<file path="src/rtl/hog_pkg.sv">
// Shared definitions for the HOG cell sequencer.
// - hog_state_t : frame controller state encoding
// - N_CELLS / N_BLKS : cell and block counts for the default 40x20 grid
// - hog_n_cells / hog_n_blks : the same counts for any grid size
// - hog_cell_w : width of one cell histogram (9 bins of bin_w bits each)
package hog_pkg;

  typedef enum logic [2:0] {
    ST_IDLE,
    ST_CLEAR,
    ST_STREAM,
    ST_GAP,
    ST_DRAIN,
    ST_DONE
  } hog_state_t;

  localparam int unsigned CELLS_X_DFLT = 40;
  localparam int unsigned CELLS_Y_DFLT = 20;
  localparam int unsigned N_CELLS      = CELLS_X_DFLT * CELLS_Y_DFLT;
  localparam int unsigned N_BLKS       = (CELLS_X_DFLT - 1) * (CELLS_Y_DFLT - 1);

  function automatic int unsigned hog_n_cells(input int unsigned cx, input int unsigned cy);
    return cx * cy;
  endfunction

  function automatic int unsigned hog_n_blks(input int unsigned cx, input int unsigned cy);
    return (cx - 1) * (cy - 1);
  endfunction

  function automatic int unsigned hog_cell_w(input int unsigned bin_w);
    return 9 * bin_w;
  endfunction

endpackage

</file>
<file path="src/rtl/hog_seq_timer.sv">
// Loadable down-counter with an expire flag.
// - load/load_val : load the count (has priority over counting)
// - en            : decrement by one while the count is non-zero
// - expired       : count is zero
// A load of N with en held gives expired after N enabled cycles.
module hog_seq_timer #(
  parameter int unsigned W = 4
) (
  input  logic         clk,
  input  logic         rst,
  input  logic         load,
  input  logic [W-1:0] load_val,
  input  logic         en,
  output logic         expired
);

  logic [W-1:0] cnt;

  always_ff @(posedge clk) begin
    if (!rst) begin
      cnt <= '0;
    end else if (load) begin
      cnt <= load_val;
    end else if (en && (cnt != '0)) begin
      cnt <= cnt - W'(1);
    end
  end

  assign expired = (cnt == '0);

endmodule

</file>
<file path="src/rtl/hog_cell_sequencer.sv">
// Frame-level controller feeding cell histograms to the HOG feature generator.
// - start/abort        : frame control pulses (abort has priority)
// - s_bin/s_valid/s_ready : cell histograms from the cell-histogram stage
// - m_bin/m_address/m_addr_fw/m_valid : one cell per issue slot, raster order;
//                        m_addr_fw = 0 acts as the generator's clear
// - fea_valid/blk_cnt  : block features counted to detect frame end
// - busy/done/err      : status; err is a sticky drain-timeout flag
module hog_cell_sequencer
  import hog_pkg::*;
#(
  parameter int unsigned ADDR_W  = 10,
  parameter int unsigned BIN_W   = 32,
  parameter int unsigned CELLS_X = 40,
  parameter int unsigned CELLS_Y = 20,
  parameter int unsigned GAP     = 1,
  parameter int unsigned TMO     = 4096
) (
  input  logic                          clk,
  input  logic                          rst,
  input  logic                          start,
  input  logic                          abort,
  input  logic [hog_cell_w(BIN_W)-1:0]  s_bin,
  input  logic                          s_valid,
  output logic                          s_ready,
  output logic [hog_cell_w(BIN_W)-1:0]  m_bin,
  output logic [ADDR_W-1:0]             m_address,
  output logic [ADDR_W-1:0]             m_addr_fw,
  output logic                          m_valid,
  input  logic                          fea_valid,
  output logic [ADDR_W:0]               blk_cnt,
  output logic                          busy,
  output logic                          done,
  output logic                          err
);

  localparam int unsigned FRAME_CELLS = hog_n_cells(CELLS_X, CELLS_Y);
  localparam int unsigned FRAME_BLKS  = hog_n_blks(CELLS_X, CELLS_Y);
  localparam int unsigned TMO_W       = $clog2(TMO + 1);
  localparam logic [3:0]       GAP_LOAD = (GAP > 0) ? 4'(GAP - 1) : 4'd0;
  localparam logic [TMO_W-1:0] TMO_LOAD = TMO_W'(TMO - 1);

  hog_state_t state, state_nx;
  logic [ADDR_W-1:0] cell_idx;
  logic hs, last_cell, blk_full, start_ok, tmo_hit;
  logic gap_exp, tmo_exp;

  // s_ready follows the state alone; an abort in the same cycle still
  // discards the cell, so the internal handshake is masked by abort.
  assign hs        = s_valid && s_ready && !abort;
  assign last_cell = (cell_idx == ADDR_W'(FRAME_CELLS - 1));
  assign blk_full  = (blk_cnt >= (ADDR_W + 1)'(FRAME_BLKS));
  assign start_ok  = (state == ST_IDLE) && start && !abort;
  assign tmo_hit   = (state == ST_DRAIN) && !blk_full && tmo_exp && !abort;

  always_comb begin
    state_nx = state;
    s_ready  = 1'b0;
    busy     = 1'b1;
    done     = 1'b0;
    case (state)
      ST_IDLE: begin
        busy = 1'b0;
        if (start) state_nx = ST_CLEAR;
      end
      ST_CLEAR: state_nx = ST_STREAM;
      ST_STREAM: begin
        s_ready = 1'b1;
        if (s_valid) begin
          if (last_cell)    state_nx = ST_DRAIN;
          else if (GAP > 0) state_nx = ST_GAP;
        end
      end
      ST_GAP:   if (gap_exp) state_nx = ST_STREAM;
      ST_DRAIN: if (blk_full || tmo_exp) state_nx = ST_DONE;
      ST_DONE: begin
        done     = 1'b1;
        state_nx = ST_IDLE;
      end
      default:  state_nx = ST_IDLE;
    endcase
    if (abort) state_nx = ST_IDLE;
  end

  always_ff @(posedge clk) begin
    if (!rst) begin
      state     <= ST_IDLE;
      cell_idx  <= '0;
      m_valid   <= 1'b0;
      m_bin     <= '0;
      m_address <= '0;
      m_addr_fw <= '0;
      blk_cnt   <= '0;
      err       <= 1'b0;
    end else begin
      state   <= state_nx;
      m_valid <= hs;
      if (hs) begin
        m_bin     <= s_bin;
        m_address <= cell_idx;
        // Hold on the final cell so the index never leaves the frame.
        if (!last_cell) cell_idx <= cell_idx + 1'b1;
      end
      if ((state_nx == ST_IDLE) || (state_nx == ST_CLEAR)) begin
        m_addr_fw <= '0;
      end else if (hs) begin
        m_addr_fw <= cell_idx + 1'b1;
      end
      if (start_ok) begin
        cell_idx <= '0;
        blk_cnt  <= '0;
        err      <= 1'b0;
      end else begin
        if ((state != ST_IDLE) && fea_valid && (blk_cnt != '1)) blk_cnt <= blk_cnt + 1'b1;
        if (tmo_hit) err <= 1'b1;
      end
    end
  end

  hog_seq_timer #(.W(4)) u_gap_timer (
    .clk      (clk),
    .rst      (rst),
    .load     (hs && !last_cell),
    .load_val (GAP_LOAD),
    .en       (state == ST_GAP),
    .expired  (gap_exp)
  );

  hog_seq_timer #(.W(TMO_W)) u_tmo_timer (
    .clk      (clk),
    .rst      (rst),
    .load     (hs && last_cell),
    .load_val (TMO_LOAD),
    .en       (state == ST_DRAIN),
    .expired  (tmo_exp)
  );

endmodule
</file>
<file path="config.mk">
export PLATFORM = sky130hd
export DESIGN_NAME = hog_cell_sequencer
export DESIGN_NICKNAME = d
export VERILOG_FILES = /design/src/rtl/hog_pkg.sv /design/src/rtl/hog_seq_timer.sv /design/src/rtl/hog_cell_sequencer.sv
export SDC_FILE = /design/constraint.sdc
export NUM_CORES = 1
export LEC_CHECK = 0
export BUFFER_PORTS_ARGS = -buffer_cell sky130_fd_sc_hd__buf_2
export CELL_PAD_IN_SITES_DETAIL_PLACEMENT = 0
export CELL_PAD_IN_SITES_GLOBAL_PLACEMENT = 1
export CORE_AREA = 2 2 240 242
export CTS_CLUSTER_DIAMETER = 200
export DETAILED_ROUTE_END_ITERATION = 10
export DIE_AREA = 0 0 242 244
export MAX_ROUTING_LAYER = met4
export PLACE_DENSITY = 0.67
export SKIP_CTS_REPAIR_TIMING = 1
export SLEW_MARGIN = 20
export SYNTH_ARGS = -nofsm -noshare
export SYNTH_HDL_FRONTEND = slang
export SYNTH_SLANG_ARGS = --single-unit
</file>
<file path="constraint.sdc">
create_clock -name clk -period 5.6 [get_ports clk]
set_input_delay 0.56 -clock clk [delete_from_list [all_inputs] [get_ports clk]]
set_output_delay 0.56 -clock clk [all_outputs]
set_load 0.01 [all_outputs]
</file>
# Yosys cells after proc, flatten, opt, wreduce, memory -nomap -nowiden
# Index checks and enable logic that the tools add are counted.
dict set report word_totals {
  reg_bits 351
  wordCells 69
}
dict set report classes {
  add_sub_neg 4
  magnitude_cmp 1
  eq_ne 8
  mux 12
  bitwise_logic 2
  n_reduce_logical 31
}
# operator count
set ops {}
lappend ops {{$mux W12} 2}
lappend ops {{$mux W3} 6}
lappend ops {{$pmux W3 S5} 1}
lappend ops {{$logic_and A1 B1 Y1} 13}
lappend ops {{$logic_not A13 Y1} 1}
lappend ops {{$reduce_bool A13 Y1} 1}
lappend ops {{$sub A13 B1 Y13 const B} 1}
lappend ops {{$add A11 B1 Y11 const B} 1}
lappend ops {{$ge A11 B10 Y1 const B} 1}
lappend ops {{$ne A11 B11 Y1 const B} 1}
lappend ops {{$add A10 B1 Y10 const B} 1}
lappend ops {{$eq A10 B10 Y1 const B} 1}
lappend ops {{$reduce_or A2 Y1} 4}
lappend ops {{$eq A3 B1 Y1 const B} 2}
lappend ops {{$eq A3 B2 Y1 const B} 2}
lappend ops {{$eq A3 B3 Y1 const B} 2}
lappend ops {{$logic_not A3 Y1} 2}
lappend ops {{$logic_not A4 Y1} 1}
lappend ops {{$reduce_bool A4 Y1} 1}
lappend ops {{$sub A4 B1 Y4 const B} 1}
lappend ops {{$logic_not A1 Y1} 3}
lappend ops {{$mux W1} 3}
lappend ops {{$reduce_bool A3 Y1} 1}
lappend ops {{$logic_or A1 B1 Y1} 2}
lappend ops {{3 further kinds} 4}

# Longest topological paths before layout
dict set report logic_depth {
  depth_word 8
  ltp_mapped 9
  ltp_nobuf 6
}

# Hierarchy
# Synthesis repeated with hierarchy kept, for this count alone.
dict set report hier_totals {
  cells_unflattened 1651
  hier_area_um2 13088.8
}
# module instances cells_each area_each_um2
set modules_own_cells {}
lappend modules_own_cells {hog_cell_sequencer 1 1518 11975.2}
lappend modules_own_cells {{hog_seq_timer (u_tmo_timer)} 1 102 857.1}
lappend modules_own_cells {{hog_seq_timer (u_gap_timer)} 1 31 256.5}

# Worst setup path after synthesis
# OpenSTA, ideal clock, no wires.
dict set report synth_path {
  kind {register to register}
  from {register u_tmo_timer.cnt[0]}
  to {register u_tmo_timer.cnt[2]}
  arrival_time_ns 1.951
  t_required_ns 5.470
  slack_ns 3.519
  stages_incl_launch_ff 8
  period_less_slack_ns 2.081
  cell_sequence {dfxtp_1 inv_1 ha_1 or4b_1 or4_1 buf_2 a311oi_1 a311oi_1}
}
dict set report synth_via {
  elab_chain_cells 3
}
# element line_no
set synth_rtl {}
lappend synth_rtl {{from (decl)} hog_seq_timer.sv:17} ;# logic [W-1:0] cnt;
lappend synth_rtl {{from (signal assigned)} hog_seq_timer.sv:23} ;# cnt <= load_val;
lappend synth_rtl {{from (signal assigned)} hog_seq_timer.sv:25} ;# cnt <= cnt - W'(1);
lappend synth_rtl {{$sub A13 B1 Y13 / $reduce_bool A13 Y1 (equally long branches)} {hog_seq_timer.sv:25, hog_seq_timer.sv:24}}
lappend synth_rtl {{$mux W12 / $logic_and A1 B1 Y1 (equally long branches)} hog_seq_timer.sv:24} ;# end else if (en && (cnt != '0)) begin
lappend synth_rtl {{$mux W12 / $reduce_bool A2 Y1 (equally long branches)} --}
# Several ways; a longest one is shown, not always the timed one. The select of a mux whose other input is x is not followed.
# A chain may end at the register's enable or synchronous reset.

# Final worst setup path
dict set report layout_path {
  from {register state[1]}
  to {register m_bin[105]}
}
dict set report layout_via {
  elab_chain_cells 4
}
# element line_no
set layout_rtl {}
lappend layout_rtl {{from (decl)} hog_cell_sequencer.sv:42} ;# hog_state_t state, state_nx;
lappend layout_rtl {{from (signal assigned)} hog_cell_sequencer.sv:95} ;# state <= state_nx;
lappend layout_rtl {{$eq A3 B2 Y1} hog_cell_sequencer.sv:60} ;# case (state)
lappend layout_rtl {{$mux W1} hog_cell_sequencer.sv:60}
lappend layout_rtl {{$logic_and A1 B1 Y1 (2 in a row)} hog_cell_sequencer.sv:49} ;# assign hs = s_valid && s_ready && !abort;
lappend layout_rtl {{to (signal assigned)} hog_cell_sequencer.sv:98} ;# m_bin <= s_bin;
lappend layout_rtl {{to (decl)} hog_cell_sequencer.sv:25} ;# output logic [hog_cell_w(BIN_W)-1:0] m_bin,
# Every way passes these cells.

==> results by group <==
Outcome
  • Status: finished clean

Setup path
  • Req. time, crit path: between 6000 and 7000 ps
  • CP Max Fanout: 152
  • CP Capture Type: flop
  • Reg-to-reg endpoint: m_bin[105]
  • CP Class: reg2reg
  • R2R Setup Slk: 2730 ps
  • CP peak stage delay: 790 ps
  • Slowest CP cell: nor3b_4
  • CP arrival: approximately 3300 ps
  • Crit path launch type: flop
  • Worst Reg-to-Reg Cells: 5
  • CP Cell Sequence: or3b_1, nor3b_4, buf_12, nand2_1, a21oi_1
  • R2R Path Start: state[1]

STA
  • Slew @ Worst Pin: 1020 ps
  • Final Hold Fails: 0
  • Worst setup margin: 2730 ps
  • Worst slew margin: 0.320
  • Slew Viols, Final: 0
  • Period minus WS final: ~2900 ps
  • Fin Setup TNS: 0 ps
  • Top achievable clock speed: 0.348 GHz
  • Final Setup Violations: 0
  • Period utilization: 0.513
  • RSZ-0062 raised after global routing: false
  • Worst Skew: between 10 and 15 ps

Floorplan
  • Die extent in x: 242 um
  • Initial Util: 0.230
  • I/O pin total: 618
  • Core Region: between 0.05 and 0.06 mm^2
  • Rows: 87
  • Die area: just under 0.06 mm^2
  • Die extent in y: 244 um

Clock network
  • Clock latency on the worst-skew pair: 550 ps
  • Clock buffer count from CTS: 41
  • CTS H-Tree Depth: 2
  • TritonCTS clock tree: built
  • Clock Pin Slew Worst Setup and Hold Paths: 60 ps
  • CTS Root Cell: clkbuf_16
  • CTS max path bufs: 3
  • Sink Count: 351

Cells and area
  • Area Growth Syn to Fin: 38.7%
  • Finished Cell Area: 0.0179 mm^2
  • Most frequent cells in the layout: 617 x buf_2, 606 x nand2_1, 351 x dfxtp_1
  • Proportion of layout cells with a drive suffix above 1: 0.320
  • # nets final: about 2,500
  • Commonest non-fill, non-tap cell in the layout: buf_2

Yosys
  • Syn Nets: 1,914
  • YS warnings: 0
  • Cells after Synth: ~1,600
  • Synth area leader: dfxtp_1
  • Fraction of registers with async set/reset: 0
  • Synth unique cells: 57
  • Mapped Area: 0.0129 mm^2
  • Yosys top cell area share: 0.543
  • Most frequently used flop master after synthesis: dfxtp_1
  • Sequential cell area fraction in the yosys report: 0.543
  • Mean Syn Cell Area: ~8.0 um^2
  • Synth top area cells: dfxtp_1 54%, nand2_1 18%, a21oi_1 12%
  • Synth Register Bits: 351
  • Post-synth EDFFs: 0

Hold path
  • WHS Path Cells: 3
  • Hold Crit Class: in2reg
  • Hold EP: m_bin[130]
  • Min-delay src: s_bin[130]

Routing
  • Post-route ant nets: 0
  • Drt first pass iters: 5
  • Drc violations: 0
  • Drt via density: 4.41
  • 1st-iter DRT viols: 552
  • WL/cell: 15.9 um
  • Total number of vias: 13,000
  • Final WL: 47,100 um

Placement
  • DPL Wire Length: 33,800 um
  • DP Worst Slack: 2730 ps
  • Final RePlAce weighted congestion: 0.876
  • Placed cell areas: 0.0166 mm^2
  • Port bufs: approximately 600

Flow run
  • Max cap viols: 0

Power and ir drop
  • Power Total: ~5400 uW
  • Power Dens Cells: 302 mW/mm^2
  • P_leak: 0.00755 uW
  • Maximum vdd drop: 0.000188 V

Global route
  • Vias in the first global route: 12,600
  • Total gr overflow: 0
  • All-layer global routing usage: 0.155
  • Initial antenna violation count: 6
  • Largest net degree at the start of global routing: 172
  • First-pass GRT wire length: slightly above 70,000 um
## state kept, by name, indices dropped and copies added (netlist names)
signal and flops:
m_address 10, err 1, m_bin 288, cell_idx 10, state 3, blk_cnt 11
u_gap_timer.cnt 4, m_addr_fw 10, u_tmo_timer.cnt 13, m_valid 1
## cells by family (layout without fill, tap and decap cells)
group / count (synthesis) / after routing / synth area share
AOI/OAI and AO/OA: 388 / 388 / 0.164
other: 0 / 5 / 0
and+or+nand+nor: 724 / 724 / 0.234
DFF: 351 / 351 / 0.543
buffers and inverters: 132 / 712 / 0.0448
xor gates and xnor gates: 13 / 13 / 0.00880
adders and majority gates: 6 / 6 / 0.00580
## metrics by stage
step | instances | util | hold WS (ps)
after CTS | 2950 | 0.319 | 197
after global routing | 2955 | 0.319 | 214
after detailed placement | 2880 | 0.295 | 444
after floorplan | 1614 | - | 466
after global placement | 2880 | 0.295 | 433
final | 2955 | 0.319 | 246
## final cells by class
class,instances,area (um^2)
flip-flops and latches,351,7030
clock buffers,60,1180
clock inverters,10,153
multi-input cells,1131,5350
repair buffers,627,3210
well taps,756,946
fillers,6173,38200
inverters,15,60.1
diodes,5,12.5
## per-layer routing
metal | part of all wire | vias up | global-route usage
li1 | - | 6467 | -
met1 | 0.41 | 6012 | 0.180
met2 | 0.48 | 487 | 0.255
met3 | 0.082 | 69 | 0.0502
met4 | 0.024 | 0 | 0.0479
met5 | 0 | - | -
## cells in the mapped netlist (3+ instances only)
cell type and n:
nand2_1 606, dfxtp_1 351, a21oi_1 321, clkbuf_1 64
buf_2 49, nor2_1 24, a211oi_1 16, or3_1 15
inv_1 14, o21ai_0 13, nor3_1 12, nand3_1 9
o31a_1 9, o31ai_1 9, nor4_1 7, or4_1 7
xor2_1 7, ha_1 6, nand4_1 6, xnor2_1 6
and4_1 5, a311oi_1 4, and3_1 4, and2_1 3
nand2b_1 3, nand3b_1 3, nor3b_1 3, or2_2 3
## critical path: cells and delay by family (launching register included)
family                 cells  cell delay [ps]
AOI/OAI and AO/OA          1              160
buffers and inverters      1              480
DFF                        1              470
and+or+nand+nor            3             1470
## worst max-delay path by stage
stage | end | slack, ps | cells past startpoint | startpoint
2_1_floorplan | u_tmo_timer.cnt[2] | 3520 | 7 | u_tmo_timer.cnt[0]
3_3_place_gp | m_bin[105] | 2800 | 5 | state[1]
3_5_place_dp | m_bin[105] | 2730 | 5 | state[1]
4_1_cts | m_bin[83] | 2710 | 7 | state[2]
5_1_grt | m_bin[50] | 2470 | 7 | state[2]
6_report | m_bin[105] | 2730 | 5 | state[1]
## power breakdown
group / leakage (uW) / internal, uW / switching, uW / total [uW]
Clock: 0.000652 / 1630 / 1050 / 2680
Combinational: 0.00407 / 97.7 / 114 / 212
Sequential: 0.00283 / 2510 / 8.01 / 2520
Total: 0.00755 / 4240 / 1170 / 5410
(Power assumes the default switching activity.)
